### src/rtl/pipeline_if_prefetch.sv
// Instruction-fetch prefetcher: issues in-order imem requests and queues returned instructions for decode.
// Latency: first instruction visible two cycles after its request handshake with a 1-cycle memory; no bypass.
// Backpressure: stall holds the head entry; new requests are throttled by queue credits and the in-flight cap.
module pipeline_if_prefetch #(
  parameter int              XLEN      = 64,
  parameter logic [XLEN-1:0] RESET_PC  = 64'h0,
  parameter int              FQ_DEPTH  = 4,
  parameter int              MAX_OUTST = 2
) (
  input  logic            clk,
  input  logic            reset,
  input  logic            stall,
  input  logic            redirect_valid,
  input  logic [XLEN-1:0] redirect_pc,
  output logic            imem_req_valid,
  input  logic            imem_req_ready,
  output logic [XLEN-1:0] imem_req_addr,
  input  logic            imem_rsp_valid,
  input  logic [31:0]     imem_rsp_data,
  output logic            valid_IF,
  output logic [XLEN-1:0] pc_IF,
  output logic [31:0]     instruction_IF
);

  localparam int AW = $clog2(FQ_DEPTH);
  localparam int CW = AW + 1;
  localparam logic [CW-1:0] DEPTH_C = CW'(FQ_DEPTH);
  localparam logic [CW-1:0] MAX_C   = CW'(MAX_OUTST);

  logic [XLEN-1:0] fetch_pc;
  logic [XLEN-1:0] rsp_pc;
  logic [CW-1:0]   count;
  logic [CW-1:0]   outstanding;
  logic [CW-1:0]   discard;
  logic [AW-1:0]   head;
  logic [AW-1:0]   tail;

  logic [XLEN-1:0] q_pc  [FQ_DEPTH];
  logic [31:0]     q_ins [FQ_DEPTH];

  logic [CW:0]     credit_sum;
  logic [XLEN-1:0] redirect_tgt;
  logic            req_fire;
  logic            push;
  logic            pop;

  // Queue slots already owed to in-flight requests count against free space,
  // so a response always finds room and the queue cannot overflow.
  assign credit_sum     = {1'b0, count} + {1'b0, outstanding};
  assign imem_req_valid = !redirect_valid && (outstanding < MAX_C) &&
                          (credit_sum < {1'b0, DEPTH_C});
  assign imem_req_addr  = fetch_pc;
  assign req_fire       = imem_req_valid && imem_req_ready;

  // Redirect targets are word aligned; low two bits are masked off.
  assign redirect_tgt = redirect_pc & ~XLEN'(3);

  // Responses for requests issued before a redirect are dropped via discard.
  assign push = imem_rsp_valid && (discard == '0) && !redirect_valid;
  assign pop  = (count != '0) && !stall && !redirect_valid;

  assign valid_IF       = (count != '0);
  assign pc_IF          = valid_IF ? q_pc[head]  : '0;
  assign instruction_IF = valid_IF ? q_ins[head] : '0;

  // Fetch and response PC tracking; redirect restarts both at the target.
  always_ff @(posedge clk or posedge reset) begin
    if (reset) begin
      fetch_pc <= RESET_PC;
      rsp_pc   <= RESET_PC;
    end else if (redirect_valid) begin
      fetch_pc <= redirect_tgt;
      rsp_pc   <= redirect_tgt;
    end else begin
      if (req_fire) fetch_pc <= fetch_pc + XLEN'(4);
      if (push)     rsp_pc   <= rsp_pc + XLEN'(4);
    end
  end

  // In-flight and discard accounting; after a redirect every request still in
  // flight (minus one answered this cycle) becomes stale.
  always_ff @(posedge clk or posedge reset) begin
    if (reset) begin
      outstanding <= '0;
      discard     <= '0;
    end else begin
      outstanding <= outstanding + CW'(req_fire) - CW'(imem_rsp_valid);
      if (redirect_valid)
        discard <= outstanding - CW'(imem_rsp_valid);
      else if (imem_rsp_valid && (discard != '0))
        discard <= discard - CW'(1);
    end
  end

  // Queue occupancy and pointers; redirect empties the queue.
  always_ff @(posedge clk or posedge reset) begin
    if (reset) begin
      count <= '0;
      head  <= '0;
      tail  <= '0;
    end else if (redirect_valid) begin
      count <= '0;
      head  <= '0;
      tail  <= '0;
    end else begin
      count <= count + CW'(push) - CW'(pop);
      if (pop)  head <= head + AW'(1);
      if (push) tail <= tail + AW'(1);
    end
  end

  // Queue storage; contents are qualified by count so no reset is needed.
  always_ff @(posedge clk) begin
    if (push) begin
      q_pc[tail]  <= rsp_pc;
      q_ins[tail] <= imem_rsp_data;
    end
  end

endmodule

### config.mk
export PLATFORM = sky130hd
export DESIGN_NAME = pipeline_if_prefetch
export DESIGN_NICKNAME = d
export VERILOG_FILES = /design/src/rtl/pipeline_if_prefetch.sv
export SDC_FILE = /design/constraint.sdc
export NUM_CORES = 1
export LEC_CHECK = 0
export CORE_MARGIN = 3
export CORE_UTILIZATION = 40
export DETAILED_ROUTE_END_ITERATION = 10
export DONT_BUFFER_PORTS = 1
export PLACE_DENSITY = 0.65
export SYNTH_ARGS = -nofsm -noshare
export SYNTH_HDL_FRONTEND = slang
export SYNTH_SLANG_ARGS = --single-unit
### constraint.sdc
create_clock -name clk -period 8.4 [get_ports clk]
set_input_delay 2.52 -clock clk [delete_from_list [all_inputs] [get_ports clk]]
set_output_delay 2.52 -clock clk [all_outputs]
set_load 0.05 [all_outputs]
==> metrics list, run 1 <==
- I/O pin total: roughly 260
- Clock power share: a little under a third
- Number of cells produced by synthesis: about 1,500
- Die outline width: 245.0 um
* Post-DR vias/cell: just under 6
- Hold Fails Final Rpt: 0
- Entering global routing, the biggest net connects about 120 pins.
- Detail Route Antenna Nets: 0
- Fin Clk Skew: ~0.014 ns
* Max-capacitance violation count: 0
- The path class of the tightest hold or removal check is register to register.
- Setup repair after global routing missed its margin: no
- Part of the total power dissipated in sequential elements: about two fifths
- For this run, the number of standard cells in the final layout without fillers is 2,319.
- Net count reported at finish: between 1,500 and 2,000
- In the detailed route, the total length drawn on met3 is 3627 um.
* Hold-fix buffers, CTS: 0
- Final critical delay including setup and external delays: about 6 ns
- DRC violation total after the first TritonRoute iteration: about 800
* Power Density: around 300 nW/um2
- The run finished with clean final reports.
* Slack of the worst reg-to-reg path: around 5.3 ns
- Counting flops with an async set or reset pin after synthesis yields a share of between 20% and 30%.
- Including well taps, the total number of placed cells is ~2,200.
* Critical Path End Type: output pin
* Count of flip-flops with a built-in enable after synthesis: between 300 and 400
* Worst slew margin: a little under a fifth
* Dominant register cell in the synthesized netlist: sky130_fd_sc_hd__edfxtp_1
- In the routed design, unresolved DRC markers number 0.
* Switching power as a share of total power: a little under two fifths
* Final worst path period share: 69.50%
* Switching power total: roughly 2.9 mW
- The signal on the critical path passes through nor3_2 > and4b_1.
* Port Buffer Count: 0
- Synth top area share: about 49%
- Routed len/inst: between 20 and 25 um
- Data required time at the worst endpoint: 5.88 ns
* Site Rows: 86
- Reg-to-Reg Start: rsp_pc[2]$_DFFE_PP0N_
* Worst Path Buf+Inv: 0
- Register area share after synthesis: about 64%
- Highest attainable clock frequency: ~170 MHz
- After clock tree synthesis, the setup repair step added 0 buffers.
- Largest area contributor in the netlist: sky130_fd_sc_hd__edfxtp_1
- The critical path is of the input pin to output pin type.
* Fraction of final layout cells with drive strength greater than 1: between 10% and 20%
- Clock-pin slew was measured on the worst setup and hold paths at about 0.06 ns.
- Wire length after detailed routing: ~56,000 um
- Least-Margin Pin Slew: between 1 and 1.5 ns
- Cell leakage power: approximately 8.3 nW
- Crit path largest cell delay: 0.59 ns
* Longest Clk Path Bufs: 3
* Top delay family on crit path: simple AND/OR/NAND/NOR gates
- Routed met2 length: around 26,000 um
- The Yosys step of the flow raised 0 warnings.
- Area growth syn-to-layout: 10.95%
- After synthesis, the cell types taking the most area are sky130_fd_sc_hd__edfxtp_1 49%, sky130_fd_sc_hd__dfrtp_1 15%, sky130_fd_sc_hd__mux4_2 9.3%.
- Count of instances resized after the clock tree is built: 0
- Die span in y: 245.0 um
- In this run, distinct cell masters in the synthesized netlist total 66.
- In this run the standard cell core region covers roughly 56,000 um2.
- Type of origin of the critical path: input pin
- In this run the worst setup path begins at redirect_valid.
- Top Layer Used: met4
- Of all nets on the critical path, the largest fanout is 115.
- The clock tree synthesis step divided the H-tree into 2 levels.
- Area of the die: between 60,000 and 70,000 um2
* Area of the mapped netlist: between 20,000 and 25,000 um2
- Total negative setup slack: 0 ns
* Final-report max-slew violation count: 0
- Maximum vdd ir drop: 187.9 uV
- Global routing consumed, over all layers together, a little under a fifth of the routing resources.
* Clock latency on the worst-skew pair: around 0.60 ns
- Setup violations remaining at the end of the flow were counted as 0.
- Vias after detailed routing: 13,540
- Count of state elements after synthesis: 513
- Counting every sink on the clock net gives ~510.
- Synthesized area per cell: roughly 15 um2
- Critical path data arrival time: ~3.3 ns
- M1 wire length: ~26,000 um
- Counting the fill cells in the layout gives around 4,900.
* Antenna violations before repair: 0
* Master of the slowest instance on the critical path: sky130_fd_sc_hd__and4b_1
- TritonCTS built the clock tree.
* Proportion of power drawn by combinational gates: approximately 27%
- Overflow after GRT: 0
- Hpwl dp: 36,810 um
* Initial DRT Pass Iterations: 8
* Via count of the first global-routing pass: around 13,000
- The first global-routing pass estimated between 80,000 and 90,000 um of wire.
- The startpoint identified for the worst hold timing path is outstanding[0]$_DFF_PP0_.
* Routability congestion estimate from global placement: roughly 0.88
* Effective utilization at floorplan: 40.91%
- Internal power comes to around 4.8 mW.
- The tree is rooted in a sky130_fd_sc_hd__clkbuf_16.
* TritonCTS buffer count: 54
## worst paths after layout
kind                                                       to  depth (start not counted)
min in group asynchronous       imem_req_addr[28]$_DFFE_PP0P_                          1
max in group asynchronous              rsp_pc[50]$_DFFE_PP0N_                          2
worst min register to register       outstanding[0]$_DFF_PP0_                          1
worst max register to register         rsp_pc[48]$_DFFE_PP0N_                          6
worst max-delay path                           imem_req_valid                          2
worst min-delay path                 outstanding[0]$_DFF_PP0_                          1
## layout by cell type, fill, tap and decap left out, types with 23 or more instances in the layout
| cell | n |
|---|---|
| sky130_fd_sc_hd__a21oi_1 | 23 |
| sky130_fd_sc_hd__and2_1 | 110 |
| sky130_fd_sc_hd__and3_1 | 25 |
| sky130_fd_sc_hd__and4_1 | 39 |
| sky130_fd_sc_hd__clkbuf_16 | 55 |
| sky130_fd_sc_hd__dfrtp_1 | 135 |
| sky130_fd_sc_hd__edfxtp_1 | 376 |
| sky130_fd_sc_hd__mux2_2 | 31 |
| sky130_fd_sc_hd__mux4_2 | 94 |
| sky130_fd_sc_hd__nand2_1 | 65 |
| sky130_fd_sc_hd__nand3_1 | 48 |
| sky130_fd_sc_hd__nand4_1 | 39 |
| sky130_fd_sc_hd__nor2_1 | 69 |
| sky130_fd_sc_hd__nor3_1 | 49 |
| sky130_fd_sc_hd__nor4_1 | 26 |
| sky130_fd_sc_hd__xnor2_1 | 31 |
| sky130_fd_sc_hd__xor2_1 | 29 |
## sequential cells by signal, indices dropped and copies added, names as in the netlist
register and count:
outstanding 3, q_ins 128, rsp_pc 62, count 3, tail 2, discard 3
imem_req_addr 62, q_pc 248, head 2
## synthesized netlist by cell type (29+ instances only)
library cell	instances
sky130_fd_sc_hd__mux4_2	94
sky130_fd_sc_hd__and3_1	29
sky130_fd_sc_hd__xnor2_1	31
sky130_fd_sc_hd__xor2_1	29
sky130_fd_sc_hd__dfrtp_1	137
sky130_fd_sc_hd__mux2_2	31
sky130_fd_sc_hd__nand4_1	39
sky130_fd_sc_hd__nand2_1	65
sky130_fd_sc_hd__and4_1	39
sky130_fd_sc_hd__and2_1	110
sky130_fd_sc_hd__clkbuf_1	47
sky130_fd_sc_hd__edfxtp_1	376
sky130_fd_sc_hd__nor3_1	49
sky130_fd_sc_hd__nor2_1	69
sky130_fd_sc_hd__nand3_1	48
## per-stage QoR
stage                     hold WS (ns)  util (%)  setup slack (ns)  instance area, um2  power, mW
after floorplan                 0.4742         -             2.212               22860      5.030
after global placement          0.5374     42.15             2.578               23540      5.370
after detailed placement        0.5512     42.15             2.565               23540      5.399
after CTS                       0.5678     45.37             2.470               25340      7.820
after global routing            0.5960     45.37             2.353               25340      8.049
final                           0.5650     45.39             2.562               25350      7.712
## layer usage
layer	vias up	GRT usage [%]
met2	435	28.96
met3	92	3.944
met5	-	0
met1	7032	26.33
met4	0	5.627
li1	5980	-
## cell families after synthesis
kind of cell / synth area share [%]
other cells: 0.01641
flops: 64.43
compound gates: 4.157
buf+inv: 2.054
simple gates: 15.01
fa+ha+maj: 1.106
xor+xnor: 2.300
mux: 10.93
## power by group through the flow
stage	Clock, mW	Combinational, mW	Sequential (mW)
5_1_grt	2.57	2.23	3.25
3_5_place_dp	0	2.12	3.28
2_1_floorplan	0	1.89	3.14
4_1_cts	2.47	2.12	3.22
3_3_place_gp	0	2.11	3.26
6_report	2.41	2.08	3.22
## final cells by class
class | instances | area, um2 | area share [%]
inverter | 24 | 97.59 | 0.3850
antenna | 4 | 10.01 | 0.03949
clock buffer | 64 | 1410 | 5.563
sequential | 513 | 14730 | 58.10
tap | 748 | 935.9 | 3.692
clock inverter | 36 | 389.1 | 1.535
multi-input combinational | 919 | 7695 | 30.36
timing repair buffer | 11 | 82.58 | 0.3258
(Power assumes the default switching activity.)
==> run 2, diff against run 1 <==
- PLACE_DENSITY: 0.65 -> 0.67
- clock period: 8.4 -> 4.9 ns (I/O delays scaled with it)
==> metrics list, run 2 (synthesis results as in run 1) <==
- Run status: finished, final reports clean
- The register with the most flip-flops in the final layout is q_pc.
- Initial DRT Pass Iterations: 5
- Cells traversed along the worst timing path: buf_12 > mux4_2 > and2_1
* TritonCTS buffer count: between 50 and 60
- Fraction of final layout cells with drive strength greater than 1: around 17%
- FF-to-FF path depth: 5
* Total negative setup slack: 0 ns
* Slack of the worst reg-to-reg path: ~1.8 ns
- Measured along the y axis, the die boundary spans ~240 um.
- STA classifies the critical path endpoint as an output pin.
* Wire length after detailed routing: between 50,000 and 60,000 um
- Final critical delay including setup and external delays: approximately 4.2 ns
- The initial utilization of the core area, before any placement, comes to between 40% and 50%.
- Die outline width: between 200 and 250 um
* Total global-route track usage: about a fifth
- In this run, post-CTS hold repair placed 0 buffers.
* Hpwl dp: 37,570 um
- The number of hold-slack violations in the final timing report came to 0.
- The via count of the first global-routing pass is roughly 14,000.
- Detail Route Antenna Nets: 0
- Power Density: 529.4 nW/um2
* Cell leakage power: around 8.5 nW
- Relative to the synthesized area, the layout overhead comes to 12.40%.
- Along the worst hold path, the cell count comes to 2.
- Routability congestion estimate from global placement: approximately 0.84
- Setup WS post-layout: around 0.71 ns
* Highest attainable clock frequency: about 240 MHz
- Critical path data arrival time: between 2 and 3 ns
- The startpoint identified for the worst hold timing path is discard[1]$_DFFE_PP0P_.
- Share of the core filled with cells in the final layout: 45.98%
- Area of the die: 60,020 um2
- Max-cap violations in this run came to 0.
- Path category of the worst min-delay check: register to register
- Final worst path period share: 85.50%
- Dividing the detail-routed via count by the number of cells gives roughly 5.8.
* TritonCTS clock tree: built
- Data required time at the worst endpoint: approximately 3.4 ns
- Entering global routing, the biggest net connects between 100 and 150 pins.
* Vias after detailed routing: ~14,000
* Site Rows: 86
* Post-route cell area: 25,680 um2
* Count of instances resized after the clock tree is built: 0
* Core Area: ~56,000 um2
- Fin Clk Skew: between 0.015 and 0.02 ns
- Clock latency on the worst-skew pair: 0.60 ns
- Least-Margin Pin Slew: 0.8511 ns
* Maximum vdd ir drop: about 320 uV
- Count of unresolved DRC violations after routing: 0
* Final setup fails: 0
* I/O pin total: 264
* Worst slew margin: 43.26%
* Clk pin slew, worst setup/hold paths: around 0.060 ns
* Path type of the worst setup path: register to output pin
* Most common cell after layout, fill and taps aside: sky130_fd_sc_hd__edfxtp_1
- Leading cell types in the layout, fill and taps excluded: 376 x sky130_fd_sc_hd__edfxtp_1, 135 x sky130_fd_sc_hd__dfrtp_1, 110 x sky130_fd_sc_hd__and2_1
- Biggest fanout along the worst timing path: 33
* Longest Clk Path Bufs: 3
- The max-slew violation count is 0.
- Post-CTS setup buffers: 0
- The initial antenna violation count came to 1.
- The design draws roughly 14 mW.
* DRC violation total after the first TritonRoute iteration: 1,021
- The largest single stage delay on the critical path is between 0.8 and 0.9 ns.
- For hold timing, the worst endpoint is discard[1]$_DFFE_PP0P_.
* Endpoint of the most critical register-to-register path: imem_req_addr[62]$_DFFE_PP0P_
- Setup repair after global routing missed its margin: no
- After the last flow step, the layout net total stands at ~1,700.
- The total overflow left after global routing is 0.
* Post-placement setup slack: 1.169 ns
- STA classifies the critical path startpoint as a register.
* Area of placed instances: between 20,000 and 25,000 um2
* Reg-to-Reg Start: imem_req_addr[23]$_DFFE_PP0P_
- TritonCTS Sinks: between 500 and 600
- Routed len/inst: 24.34 um
- H-tree depth: 2
- The tree is rooted in a sky130_fd_sc_hd__clkbuf_16.
- The count of buffers added on input and output ports is 0.
- Master of the slowest instance on the critical path: sky130_fd_sc_hd__dfrtp_4
* Registers with the highest flip-flop counts: q_pc x248, q_ins x128
- The first global-routing pass estimated 86,110 um of wire.
- The register with the most flip-flops in the layout has roughly 250 of them.
-- run 2: changes by cell type in the layout (fill, tap and decap cells not counted), sizes merged --
cell      previous run  this run
buf                 11        20
bufinv               7        12
clkbuf              64        61
clkinv              27        20
clkinvlp             3         8
diode                4         2
inv                 23        26
-- run 2: cell type report --
| cell class | instances | area [um2] |
|---|---|---|
| timing repair buffer | 20 | 275.3 |
| fill | 4807 | 30170 |
| antenna | 2 | 5.005 |
| sequential | 513 | 14730 |
| clock buffer | 61 | 1399 |
| inverter | 24 | 96.34 |
| clock inverter | 42 | 545.5 |
| tap | 748 | 935.9 |
| multi-input combinational | 919 | 7695 |
-- run 2: worst max-delay path, delay by kind of cell, from the launching register on --
family                 cells  cell delay, ns
flip-flops                 1            0.82
buffers and inverters      1            0.35
multiplexers               1            0.54
AND/OR/NAND/NOR            1            0.37
-- run 2: worst max-delay path by stage --
stage | startpoint | slack [ns] | to
6_report | head[0]$_DFFE_PP0P_ | 0.71 | pc_IF[40]
5_1_grt | count[1]$_DFF_PP0_ | 0.48 | pc_IF[60]
4_1_cts | head[0]$_DFFE_PP0P_ | 0.59 | pc_IF[13]
3_5_place_dp | redirect_valid | 1.17 | imem_req_valid
3_3_place_gp | redirect_valid | 1.18 | imem_req_valid
2_1_floorplan | redirect_valid | 0.03 | q_ins[0][0]$_DFFE_PP_
-- run 2: per-layer routing --
layer  part of all wire, %  up-vias  track usage [%]
li1                      -     5996                -
met1                    44     6979            26.39
met2                    47      494            29.60
met3                   6.7       91            4.195
met4                   2.5        0            5.123
met5                     0        -                0
-- run 2: where the power goes --
group	internal [mW]	switching [mW]	leakage [nW]
clock	2.70	1.74	0.932
combinational	0.981	2.68	2.56
sequential	4.93	0.568	4.96
-- run 2: per-stage QoR --
stage,hold slack [ns],std cells
finish,0.5643,2329
global route,0.5748,2328
CTS,0.5526,2327
global placement,0.5356,2224
floorplan,0.4742,1537
detailed placement,0.5326,2224
==> run 3, diff against run 2 <==
- SKIP_LAST_GASP: unset -> 1
==> results of run 3 <==
Same layout as run 2: the final DEF is identical, and so are final timing and power.
